===== config.mk =====
export PLATFORM = sky130hd
export DESIGN_NAME = lbist_prpg_misr
export DESIGN_NICKNAME = d
export VERILOG_FILES = /design/src/rtl/lbist_prpg_misr.sv
export SDC_FILE = /design/constraint.sdc
export NUM_CORES = 1
export LEC_CHECK = 0
export ABC_CLOCK_PERIOD_IN_PS = 2600
export BUFFER_PORTS_ARGS = -buffer_cell sky130_fd_sc_hd__buf_2
export CAP_MARGIN = 40
export CORE_UTILIZATION = 45
export CTS_BUF_LIST = sky130_fd_sc_hd__clkbuf_4 sky130_fd_sc_hd__clkbuf_8
export CTS_CLUSTER_SIZE = 16
export DETAILED_ROUTE_END_ITERATION = 10
export GPL_ROUTABILITY_DRIVEN = 0
export PLACE_DENSITY_LB_ADDON = 0.3
export SLEW_MARGIN = 15
export SYNTH_ARGS = -nofsm -noshare
export SYNTH_HDL_FRONTEND = slang
export SYNTH_SLANG_ARGS = --single-unit

===== constraint.sdc =====
create_clock -name clk -period 2.6 [get_ports clk]
set_input_delay 0.39 -clock clk [delete_from_list [all_inputs] [get_ports clk]]
set_output_delay 0.39 -clock clk [all_outputs]
set_load 0.01 [all_outputs]

===== src/rtl/lbist_prpg_misr.sv =====
// Logic-BIST engine: a single LFSR that runs either as a pseudo-random pattern
// generator or as a multiple-input signature register, for a programmed number of cycles.
module lbist_prpg_misr #(
    parameter int N     = 16,
    parameter int CNT_W = 16
) (
    input  logic             clk,
    input  logic             reset,
    input  logic             start,
    input  logic             abort,
    input  logic             mode,
    input  logic [N-1:0]     seed,
    input  logic [N-1:0]     taps,
    input  logic [CNT_W-1:0] num_patterns,
    input  logic [N-1:0]     resp_in,
    output logic [N-1:0]     pattern,
    output logic             pattern_valid,
    output logic             busy,
    output logic             done,
    output logic [N-1:0]     signature
);

    typedef enum logic [1:0] {
        IDLE = 2'd0,
        RUN  = 2'd1,
        DONE = 2'd2
    } state_t;

    localparam logic [N-1:0]     REG_ONE = N'(1);
    localparam logic [CNT_W-1:0] CNT_ONE = CNT_W'(1);

    state_t           state_q;
    logic [N-1:0]     r_q;
    logic [N-1:0]     taps_q;
    logic [N-1:0]     sig_q;
    logic             mode_q;
    logic [CNT_W-1:0] cnt_q;
    logic [CNT_W-1:0] num_q;
    logic             busy_q;
    logic             done_q;
    logic             pv_q;

    logic [N-1:0]     load_d;
    logic [N-1:0]     r_d;
    logic             last_d;

    function automatic logic parity_f(input logic [N-1:0] v);
        parity_f = ^v;
    endfunction

    // Load value, next LFSR/MISR state and final-cycle detect.
    always_comb begin
        load_d = seed;
        r_d    = {parity_f(r_q & taps_q), r_q[N-1:1]};
        last_d = 1'b0;
        // An all-zero PRPG seed would lock the LFSR at zero forever.
        if (!mode && (seed == '0)) begin
            load_d = REG_ONE;
        end else begin
            load_d = seed;
        end
        if (mode_q) begin
            r_d = {parity_f(r_q & taps_q), r_q[N-1:1]} ^ resp_in;
        end else begin
            r_d = {parity_f(r_q & taps_q), r_q[N-1:1]};
        end
        last_d = (cnt_q == (num_q - CNT_ONE));
    end

    // Control FSM with datapath registers and registered status outputs.
    always_ff @(posedge clk or posedge reset) begin
        if (reset) begin
            state_q <= IDLE;
            r_q     <= '0;
            taps_q  <= '0;
            sig_q   <= '0;
            mode_q  <= 1'b0;
            cnt_q   <= '0;
            num_q   <= '0;
            busy_q  <= 1'b0;
            done_q  <= 1'b0;
            pv_q    <= 1'b0;
        end else begin
            case (state_q)
                IDLE: begin
                    done_q <= 1'b0;
                    if (start) begin
                        mode_q <= mode;
                        taps_q <= taps;
                        num_q  <= num_patterns;
                        r_q    <= load_d;
                        cnt_q  <= '0;
                        if (num_patterns == '0) begin
                            state_q <= DONE;
                            sig_q   <= load_d;
                            done_q  <= 1'b1;
                        end else begin
                            state_q <= RUN;
                            busy_q  <= 1'b1;
                            pv_q    <= ~mode;
                        end
                    end else begin
                        state_q <= IDLE;
                    end
                end
                RUN: begin
                    // Abort takes priority over a coinciding final cycle.
                    if (abort) begin
                        state_q <= IDLE;
                        busy_q  <= 1'b0;
                        pv_q    <= 1'b0;
                    end else begin
                        r_q   <= r_d;
                        cnt_q <= cnt_q + CNT_ONE;
                        if (last_d) begin
                            state_q <= DONE;
                            sig_q   <= r_d;
                            done_q  <= 1'b1;
                            busy_q  <= 1'b0;
                            pv_q    <= 1'b0;
                        end else begin
                            state_q <= RUN;
                        end
                    end
                end
                DONE: begin
                    state_q <= IDLE;
                    done_q  <= 1'b0;
                end
                default: begin
                    state_q <= IDLE;
                    busy_q  <= 1'b0;
                    done_q  <= 1'b0;
                    pv_q    <= 1'b0;
                end
            endcase
        end
    end

    assign pattern       = r_q;
    assign pattern_valid = pv_q;
    assign busy          = busy_q;
    assign done          = done_q;
    assign signature     = sig_q;

endmodule


==> flow_metrics.tcl, run 1 <==
set metrics [dict create \
    outcome "complete, but fails checks" \
    failed_checks "setup timing" \
    hold_buffers 0 \
    cts-buffers-inserted 9 \
    required_ns 2.85 \
    worstMarginPinSlew_ns 0.605 \
    p_per_area_mw_per_mm2 862 \
    yosys.area.top_type "dfrtp_1" \
    drv_cap 0 \
    synth_fp_nets 541 \
    irDropWorstVdd_mv 0.477 \
    drt_iter0_drc 179 \
    synth_seq_area_share 0.465 \
    grt_pass1_vias 4082 \
    p_leak_nw 2.79 \
    die_y_um 103 \
    synth.area.top_cells "dfrtp_1 (47%), mux2_2 (9.0%), xor2_1 (6.6%), nand2_1 (6.2%), xnor2_1 (4.5%)" \
    stdcell_area_mm2 0.00588 \
    antennaDiodeCount 0 \
    min_path_type "in -> async" \
    dpl.hpwl_um 9100 \
    fin_nets 677 \
    finClkSkew_ns 0.00972 \
    syn_to_final_growth_pct 27.2 \
    antenna_found_initial 0 \
    setup_viol 18 \
    grt_max_degree 68 \
    netlist_instances 470 \
    dieArea_mm2 0.0107 \
    portBuffers 103 \
    cp.arrival_ns 3.07 \
    synth_common_cells "dfrtp_1 (86), nand2_1 (76), mux2_2 (37), xor2_1 (35), nor2_1 (30)" \
    layout.cells.non_filler 743 \
    synthMostInstantiatedCell "dfrtp_1" \
    crit_path_start_kind "flip-flop" \
    yosysWarnings 0 \
    cp_max_fo 4 \
    min_period_ns 2.82 \
    vias 3954 \
    coreArea_mm2 0.00986 \
    relSlewSlack 0.594 \
    avgViaCountPerCell 5.32 \
    wirelength_um 12000 \
    cts_tree "built" \
    total_power_w 0.00507 \
    clkSinkCount 86 \
    finalHoldViolations 0 \
    setup_slack_ns -0.223 \
    critical_path_class "reg -> reg" \
    wire_per_inst_um 16.1 \
    start_util 0.469 \
    drtPass1Iterations 4 \
    grt_pass1_wl_um 19500 \
    async_flop_share 1.00 \
    ctsLongestPathBuffers 2 \
    row_count 36 \
    io_pins 104 \
    synth_top_area_share 0.465 \
    synth_cell_types 48 \
    final_antenna_net_count 0 \
    placed_area_mm2 0.00557 \
    clk_pin_slew_worst_paths_ns 0.09 \
    max_freq_mhz 354 \
    synth-edff-count 0 \
    endpoint_kind "flip-flop" \
    ys_seq_elements 86 \
    period_share 1.09 \
    grt_remaining_overflow 0 \
    htree_levels 3 \
    synth_ff_type "dfrtp_1" \
    drc 0 \
    synth_area_mm2 0.00462 \
    report.final.slew_viol_count 0 \
    clk-insertion-delay-late_ns 0.36 \
    grt_setup_unrepaired "yes" \
    postSynthAreaPerCell_um2 9.84 \
    dp_cells 724 \
    nFillCells 846 \
    cts-root-buf "clkbuf_8" \
    grt.total_usage 0.243 \
    die_x_um 103 \
    final_layout_size_suffix_gt1_frac 0.366 \
]
[kinds of logic (layout without fill, tap and decap cells)]
group                    after synthesis  count (layout)  share of synthesized area
flip-flops                            86              86                      0.465
AO/OA/AOI/OAI                         65              65                     0.0847
XOR/XNOR                              59              59                      0.112
AND/OR/NAND/NOR                      173             173                      0.179
buffers and inverters                 32             172                     0.0268
adder cells (fa/ha/maj)                2               2                    0.00541
multiplexers                          53              53                      0.127
[final timing paths]
check,start,to,slack (ns),cells after the start
max in group asynchronous,reset,num_q[2],1.88,3
max reg2reg,num_q[0],signature[15],-0.22,8
min reg2reg,taps_q[14],taps_q[14],0.51,1
max,num_q[0],signature[15],-0.22,8
min,reset,pattern_valid,0.04,2
min in group clk,taps[12],taps_q[12],0.26,2
[area by class of cell]
| type | count | area, µm² | share of cell area |
|---|---|---|---|
| Timing Repair Buffer | 143 | 843 | 0.143 |
| Clock buffer | 13 | 173 | 0.0293 |
| Inverter | 14 | 56.3 | 0.00957 |
| Multi-Input combinational cell | 352 | 2450 | 0.417 |
| Clock inverter | 2 | 38.8 | 0.00659 |
| Tap cell | 133 | 166 | 0.0283 |
| Sequential cell | 86 | 2150 | 0.366 |
[layer usage]
layer	routed length, µm	vias up	global-route usage
met3	712	28	0.0598
met5	0	-	0
met2	5930	122	0.418
met1	4960	1906	0.288
met4	344	0	0.107
li1	-	1898	-
[worst max-delay path: stages, from the launching register on]
cell and delay [ns]:
dfrtp_1 0.42, or4_4 0.58, nor2_4 0.14, xnor2_2 0.09
a2111o_1 0.42, a2111oi_4 0.37, and4b_2 0.32, o31ai_4 0.07
mux2_4 0.30
[cells in the final DEF, fill, tap and decap left out, types with 2 or more instances in the layout]
cell type	count
nand3_1	6
buf_6	4
nand4_1	6
a211o_1	2
mux2_4	6
inv_1	10
buf_2	103
nor4b_1	2
mux2i_1	9
nand2b_1	3
buf_4	35
a21oi_1	18
and3_1	9
nand2_1	75
clkbuf_8	12
xnor2_1	23
inv_2	3
a31oi_1	2
or3_1	8
nor3_1	9
o21ai_0	28
xor2_1	35
nor2_1	30
a211oi_1	2
mux2_2	37
dfrtp_1	85
nor4_2	2
or2_2	2
nor4_1	11
[metrics by stage]
stage                     hold slack [ns]  setup WS, ns  TNS [ns]   util
after global routing               0.0595        -0.316     -4.39  0.597
after detailed placement            0.432        -0.281     -2.41  0.565
after CTS                          0.0367        -0.213     -1.86  0.593
after floorplan                     0.481       -0.0657    -0.291      -
after global placement              0.424        -0.163     -1.43  0.565
final                              0.0390        -0.223     -2.09  0.597
[registers in the layout, indices dropped and copies added, names as in the netlist]
| name | flops |
|---|---|
| signature | 16 |
| mode_q | 1 |
| pattern | 16 |
| busy | 1 |
| num_q | 16 |
| cnt_q | 16 |
| taps_q | 16 |
| state_q | 2 |
| pattern_valid | 1 |
| done | 1 |
[power breakdown]
group	internal, W	leakage, nW	switching [W]	total (W)
sequential	0.00169	1.06	0.000331	0.00203
clock	0.000533	0.110	0.000479	0.00101
combinational	0.00101	1.62	0.00102	0.00204
[repair_timing]
item                                    in CTS  in global routing
endpoints found under the setup margin      18                 20
pin swaps                                    3                  0
setup buffers                                2                  2
gates resized for setup                      9                  6
No activity file was read; power rests on OpenSTA's default activity.
==> run 2, diff against run 1 <==
--- a/config.mk
+++ b/config.mk
@@ -8,12 +8,15 @@
 export ABC_CLOCK_PERIOD_IN_PS = 2600
 export BUFFER_PORTS_ARGS = -buffer_cell sky130_fd_sc_hd__buf_2
 export CAP_MARGIN = 40
-export CORE_UTILIZATION = 45
+export CELL_PAD_IN_SITES_DETAIL_PLACEMENT = 0
+export CELL_PAD_IN_SITES_GLOBAL_PLACEMENT = 2
+export CORE_UTILIZATION = 31
 export CTS_BUF_LIST = sky130_fd_sc_hd__clkbuf_4 sky130_fd_sc_hd__clkbuf_8
 export CTS_CLUSTER_SIZE = 16
 export DETAILED_ROUTE_END_ITERATION = 10
 export GPL_ROUTABILITY_DRIVEN = 0
 export PLACE_DENSITY_LB_ADDON = 0.3
+export REMOVE_ABC_BUFFERS = 1
 export SLEW_MARGIN = 15
 export SYNTH_ARGS = -nofsm -noshare
 export SYNTH_HDL_FRONTEND = slang
==> flow_metrics.tcl, run 2 (same netlist as run 1, synthesis figures left out) <==
set metrics [dict create \
    outcome "complete, but fails checks" \
    failed_checks "setup timing" \
    stdcell_area_mm2 0.00609 \
    dieArea_mm2 0.0154 \
    r2r_slack_ns -0.23 \
    r2r-end "signature[13]" \
    final_antenna_net_count 0 \
    irDropWorstVdd_mv 0.362 \
    grt.total_usage 0.181 \
    portBuffers 103 \
    setup_viol 19 \
    clkSinkCount 86 \
    layout.cells.non_filler 803 \
    drv_cap 0 \
    critPathLaunch "num_q[0]" \
    htree_levels 3 \
    grt_pass1_vias 4001 \
    die_y_um 124 \
    dpl_worst_slack_ns -0.281 \
    syn_to_final_growth_pct 31.8 \
    grt_setup_unrepaired "yes" \
    placed_area_mm2 0.00562 \
    coreArea_mm2 0.0145 \
    drc 0 \
    cts-root-buf "clkbuf_8" \
    period_share 1.09 \
    final_layout_size_suffix_gt1_frac 0.388 \
    ctsLongestPathBuffers 2 \
    vias 3909 \
    grt_remaining_overflow 0 \
    report.final.slew_viol_count 0 \
    drt_iter0_drc 203 \
    final_common_cell "buf_2" \
    max_freq_mhz 353 \
    cp_slowest_cell "or4_4" \
    start_util 0.318 \
    clk-insertion-delay-late_ns 0.38 \
    min_path_type "in -> async" \
    finClkSkew_ns 0.0154 \
    row_count 44 \
    wirelength_um 13000 \
    dp_cells 780 \
    critPathCapture "signature[13]" \
    antennaDiodeCount 0 \
    antenna_found_initial 1 \
    r2r-start "num_q[0]" \
    reg2reg_depth 9 \
    cts-buffers-inserted 9 \
    clk_pin_slew_worst_paths_ns 0.09 \
    min_period_ns 2.83 \
    final_cell_mix "buf_2 (103), dfrtp_1 (85), nand2_1 (75)" \
    critical_path_class "reg -> reg" \
    die_x_um 124 \
    crit_path_start_kind "flip-flop" \
    dpl.hpwl_um 9730 \
    grt_pass1_wl_um 20700 \
    fin_nets 686 \
    p_leak_nw 2.86 \
    worstMarginPinSlew_ns 0.681 \
    cts_tree "built" \
    hold_buffers 0 \
    finalHoldViolations 0 \
    cp.arrival_ns 3.09 \
    drtPass1Iterations 4 \
    grt_max_degree 40 \
    io_pins 104 \
    path_cells "or4_4 -> nor2_4 -> xnor2_2 -> a211oi_1 -> o211a_1 -> nand4_1 -> a221o_2 -> buf_12 -> mux2_4" \
    required_ns 2.86 \
    avgViaCountPerCell 4.87 \
    wire_per_inst_um 16.2 \
    relSlewSlack 0.546 \
    p_per_area_mw_per_mm2 840 \
    max_stage_delay_ns 0.61 \
    endpoint_kind "flip-flop" \
    setup_slack_ns -0.233 \
    cp_max_fo 6 \
]
## run 2: changes by cell type in the layout (fill, tap and decap cells not counted), sizes merged
| cell | delta |
|---|---|
| buf | +8 |
| clkbuf | -1 |
| clkinv | +2 |
## run 2: per-layer routing
layer / GRT usage / vias to the layer above / share of wire
met5: 0 / - / 0
met4: 0.0432 / 0 / 0.0096
met3: 0.0582 / 10 / 0.055
met2: 0.307 / 83 / 0.49
met1: 0.222 / 1905 / 0.44
li1: - / 1911 / -
## run 2: through the flow
| stage | power (W) | util | hold slack [ns] | TNS [ns] |
|---|---|---|---|---|
| floorplan | 0.00320 | - | 0.481 | -15.56 |
| global placement | 0.00400 | 0.387 | 0.472 | -2.18 |
| detailed placement | 0.00403 | 0.387 | 0.480 | -3.84 |
| CTS | 0.00514 | 0.412 | 0.0916 | -3.84 |
| global route | 0.00549 | 0.419 | 0.117 | -6.10 |
| finish | 0.00512 | 0.419 | 0.0842 | -3.24 |
## run 2: worst min path at each step
stage | start | cells past startpoint | slack (ns) | to
5_1_grt | reset | 2 | 0.12 | taps_q[12]
4_1_cts | reset | 2 | 0.09 | taps_q[11]
6_report | reset | 2 | 0.08 | taps_q[15]
3_5_place_dp | signature[10] | 1 | 0.48 | signature[10]
2_1_floorplan | taps_q[0] | 1 | 0.48 | taps_q[0]
3_3_place_gp | signature[11] | 1 | 0.47 | signature[11]
## run 2: layout make-up
cell class | instances | area (µm²)
Multi-Input combinational cell | 352 | 2520
Clock buffer | 11 | 145
Inverter | 14 | 53.8
Clock inverter | 4 | 55.1
Tap cell | 184 | 230
Fill cell | 1501 | 8440
Timing Repair Buffer | 152 | 936
Sequential cell | 86 | 2150
## run 2: critical path, delay by kind of cell (launching register included)
kind / cells / cell delay, ns
flip-flops: 1 / 0.42
multiplexers: 1 / 0.29
buffers and inverters: 1 / 0.17
AND/OR/NAND/NOR: 3 / 0.85
XOR/XNOR: 1 / 0.10
AO/OA/AOI/OAI: 3 / 0.88
## run 2: repair_timing
| item | 4_1_cts | 5_1_grt |
|---|---|---|
| endpoints found under the setup margin | 20 | 21 |
| cloned | 1 | 0 |
| buffers inserted | 4 | 4 |
| pin swaps | 10 | 5 |
| resized for setup | 26 | 20 |
| endpoints found under the hold margin | 0 | 0 |
## run 2: report_power, final
group | switching, W | total (W) | internal, W
clock | 0.000510 | 0.000991 | 0.000481
sequential | 0.000343 | 0.00204 | 0.00169
combinational | 0.00104 | 0.00209 | 0.00105
total | 0.00189 | 0.00512 | 0.00323
==> run 3, diff against run 2 <==
--- a/config.mk
+++ b/config.mk
@@ -5,12 +5,13 @@
 export SDC_FILE = /design/constraint.sdc
 export NUM_CORES = 1
 export LEC_CHECK = 0
+export ABC_AREA = 1
 export ABC_CLOCK_PERIOD_IN_PS = 2600
 export BUFFER_PORTS_ARGS = -buffer_cell sky130_fd_sc_hd__buf_2
 export CAP_MARGIN = 40
 export CELL_PAD_IN_SITES_DETAIL_PLACEMENT = 0
 export CELL_PAD_IN_SITES_GLOBAL_PLACEMENT = 2
-export CORE_UTILIZATION = 31
+export CORE_UTILIZATION = 28
 export CTS_BUF_LIST = sky130_fd_sc_hd__clkbuf_4 sky130_fd_sc_hd__clkbuf_8
 export CTS_CLUSTER_SIZE = 16
 export DETAILED_ROUTE_END_ITERATION = 10
==> flow_metrics.tcl, run 3 <==
set metrics [dict create \
    required_ns 2.90 \
    min_path_type "in -> reg" \
    outcome "completed" \
    postSynthAreaPerCell_um2 6.98 \
    r2r-start "num_q[1]" \
    ys_seq_elements 86 \
    htree_levels 3 \
    clk-insertion-delay-late_ns 0.36 \
    period_share 0.886 \
    setup_viol 0 \
    r2r_slack_ns 0.30 \
    grt_pass1_vias 4650 \
    drv_cap 0 \
    drt_iter0_drc 209 \
    grt_remaining_overflow 0 \
    crit_path_start_kind "flip-flop" \
    yosysWarnings 0 \
    antenna_found_initial 0 \
    ctsLongestPathBuffers 2 \
    dpl.hpwl_um 11000 \
    synthMostInstantiatedCell "nand2_1" \
    drtPass1Iterations 5 \
    final_cell_mix "nand2_1 (298), buf_2 (103), dfrtp_1 (86)" \
    switchingPower_w 0.00171 \
    wirelength_um 14700 \
    final_layout_size_suffix_gt1_frac 0.181 \
    netlist_instances 719 \
    clk_pin_slew_worst_paths_ns 0.10 \
    start_util 0.288 \
    p_comb_frac 0.336 \
    critPathCapture "signature[9]" \
    die_x_um 136 \
    cp.arrival_ns 2.60 \
    grt_max_degree 63 \
    stdcell_area_mm2 0.00605 \
    synth_area_mm2 0.00502 \
    synth_cell_types 34 \
    critical_path_class "reg -> reg" \
    endpoint_kind "flip-flop" \
    fin_tns_setup_ns 0 \
    synth_common_cells "nand2_1 (299), dfrtp_1 (86), inv_1 (74), o21ai_0 (56), nor2_1 (40)" \
    cts-buffers-inserted 9 \
    sw_frac_of_total 0.391 \
    cts_tree "built" \
    wire_per_inst_um 14.0 \
    vias 4760 \
    p_int_w 0.00266 \
    report.final.slew_viol_count 0 \
    placed_area_mm2 0.00580 \
    critPathLaunch "num_q[1]" \
    worstMarginPinSlew_ns 0.654 \
    die_y_um 136 \
    synth.area.top_cells "dfrtp_1 (43%), nand2_1 (22%), o21ai_0 (5.6%), inv_1 (5.5%), nand3_1 (3.9%)" \
    coreArea_mm2 0.0174 \
    layout.cells.non_filler 1052 \
    dieArea_mm2 0.0185 \
    row_count 48 \
    min_period_ns 2.30 \
    avgViaCountPerCell 4.52 \
    dp_cells 1035 \
    cp_max_fo 18 \
    total_power_w 0.00436 \
    max_freq_mhz 434 \
    synth-edff-count 0 \
    grt_setup_unrepaired "no" \
    yosys.area.top_type "dfrtp_1" \
    clkSinkCount 86 \
    io_pins 104 \
    r2r-end "signature[9]" \
    holdWs_ns 0.209 \
    clkPwrFrac 0.249 \
    final_antenna_net_count 0 \
    fin_nets 894 \
    cts-root-buf "clkbuf_8" \
    finClkSkew_ns 0.0101 \
    finalHoldViolations 0 \
    relSlewSlack 0.563 \
    synth_seq_area_share 0.429 \
    synth_top_area_share 0.429 \
    p_per_area_mw_per_mm2 721 \
    grt.total_usage 0.169 \
    reg2reg_depth 14 \
    async_flop_share 1.00 \
    synth_ff_type "dfrtp_1" \
    final_common_cell "nand2_1" \
    syn_to_final_growth_pct 20.6 \
    drc 0 \
    irDropWorstVdd_mv 0.282 \
    portBuffers 103 \
    grt_pass1_wl_um 23700 \
    antennaDiodeCount 0 \
    p_leak_nw 3.26 \
    power_frac_seq 0.414 \
]
run 3: cell count changes in the layout (fill, tap and decap cells not counted), sizes merged, moves of 11 or more:
cell,before,now
inv,14,79
o21ai,28,58
xnor2,24,11
mux2,44,0
nor4,13,2
nor2,31,48
nand3,6,42
nand2,76,303
buf,151,111
xor2,35,17
run 3: cell families after synthesis:
| kind of cell | count (synthesis) | share of synthesized area |
|---|---|---|
| and+or+nand+nor | 425 | 0.360 |
| buffers and inverters | 98 | 0.0751 |
| DFF | 86 | 0.429 |
| AOI/OAI and AO/OA | 80 | 0.0820 |
| xor gates and xnor gates | 28 | 0.0489 |
| adders and majority gates | 2 | 0.00499 |
run 3: layout make-up:
| type | instances | area, µm² |
|---|---|---|
| inverter | 79 | 298 |
| clock buffer | 10 | 138 |
| timing repair buffer | 112 | 611 |
| tap | 225 | 282 |
| fill | 1901 | 11400 |
| sequential | 86 | 2150 |
| multi-input combinational | 535 | 2490 |
| clock inverter | 5 | 82.6 |
run 3: how the worst min path moves through the flow:
stage | start | endpoint | slack [ns] | depth (start not counted)
after floorplan | taps_q[10] | taps_q[10] | 0.45 | 2
after global placement | taps_q[3] | taps_q[3] | 0.46 | 2
after detailed placement | taps_q[6] | taps_q[6] | 0.47 | 2
after CTS | reset | taps_q[12] | 0.14 | 2
after global routing | taps[6] | taps_q[6] | 0.19 | 3
final | taps[11] | taps_q[11] | 0.21 | 3
run 3: what timing repair did:
item / CTS / global route
resized for setup: 0 / 0
hold buffers: 0 / 1
buffers inserted: 0 / 0
hold endpoints to repair: 0 / 2
run 3: metal layers:
layer	share of wire	GRT usage	wire, µm
met1	0.49	0.230	7200
met5	0	0	0
met4	0.015	0.0537	228
met2	0.46	0.275	6720
met3	0.040	0.0268	584
run 3: power groups by stage:
stage / clock [W] / combinational, W / sequential [W]
floorplan: 0 / 0.000996 / 0.00179
global route: 0.00118 / 0.00170 / 0.00185
global placement: 0 / 0.00147 / 0.00184
detailed placement: 0 / 0.00148 / 0.00184
finish: 0.00109 / 0.00147 / 0.00181
CTS: 0.00113 / 0.00149 / 0.00182
run 3: worst max-delay path, stage by stage (launching register included):
cell and delay, ns:
dfrtp_1 0.42, inv_1 0.09, ha_1 0.26, nand2_2 0.13
nor2_4 0.16, nand2_1 0.06, nand2_1 0.06, nand2_1 0.06
nor2_2 0.16, nand3_2 0.12, nor2_4 0.12, nand3_4 0.21
nand2_4 0.25, nand2_1 0.08, nand2_1 0.07
run 3: stage by stage:
stage	worst slack, ns	util
6_report	0.296	0.348
5_1_grt	0.00761	0.348
4_1_cts	0.277	0.346
3_5_place_dp	0.283	0.333
3_3_place_gp	0.364	0.333
2_1_floorplan	-0.308	-
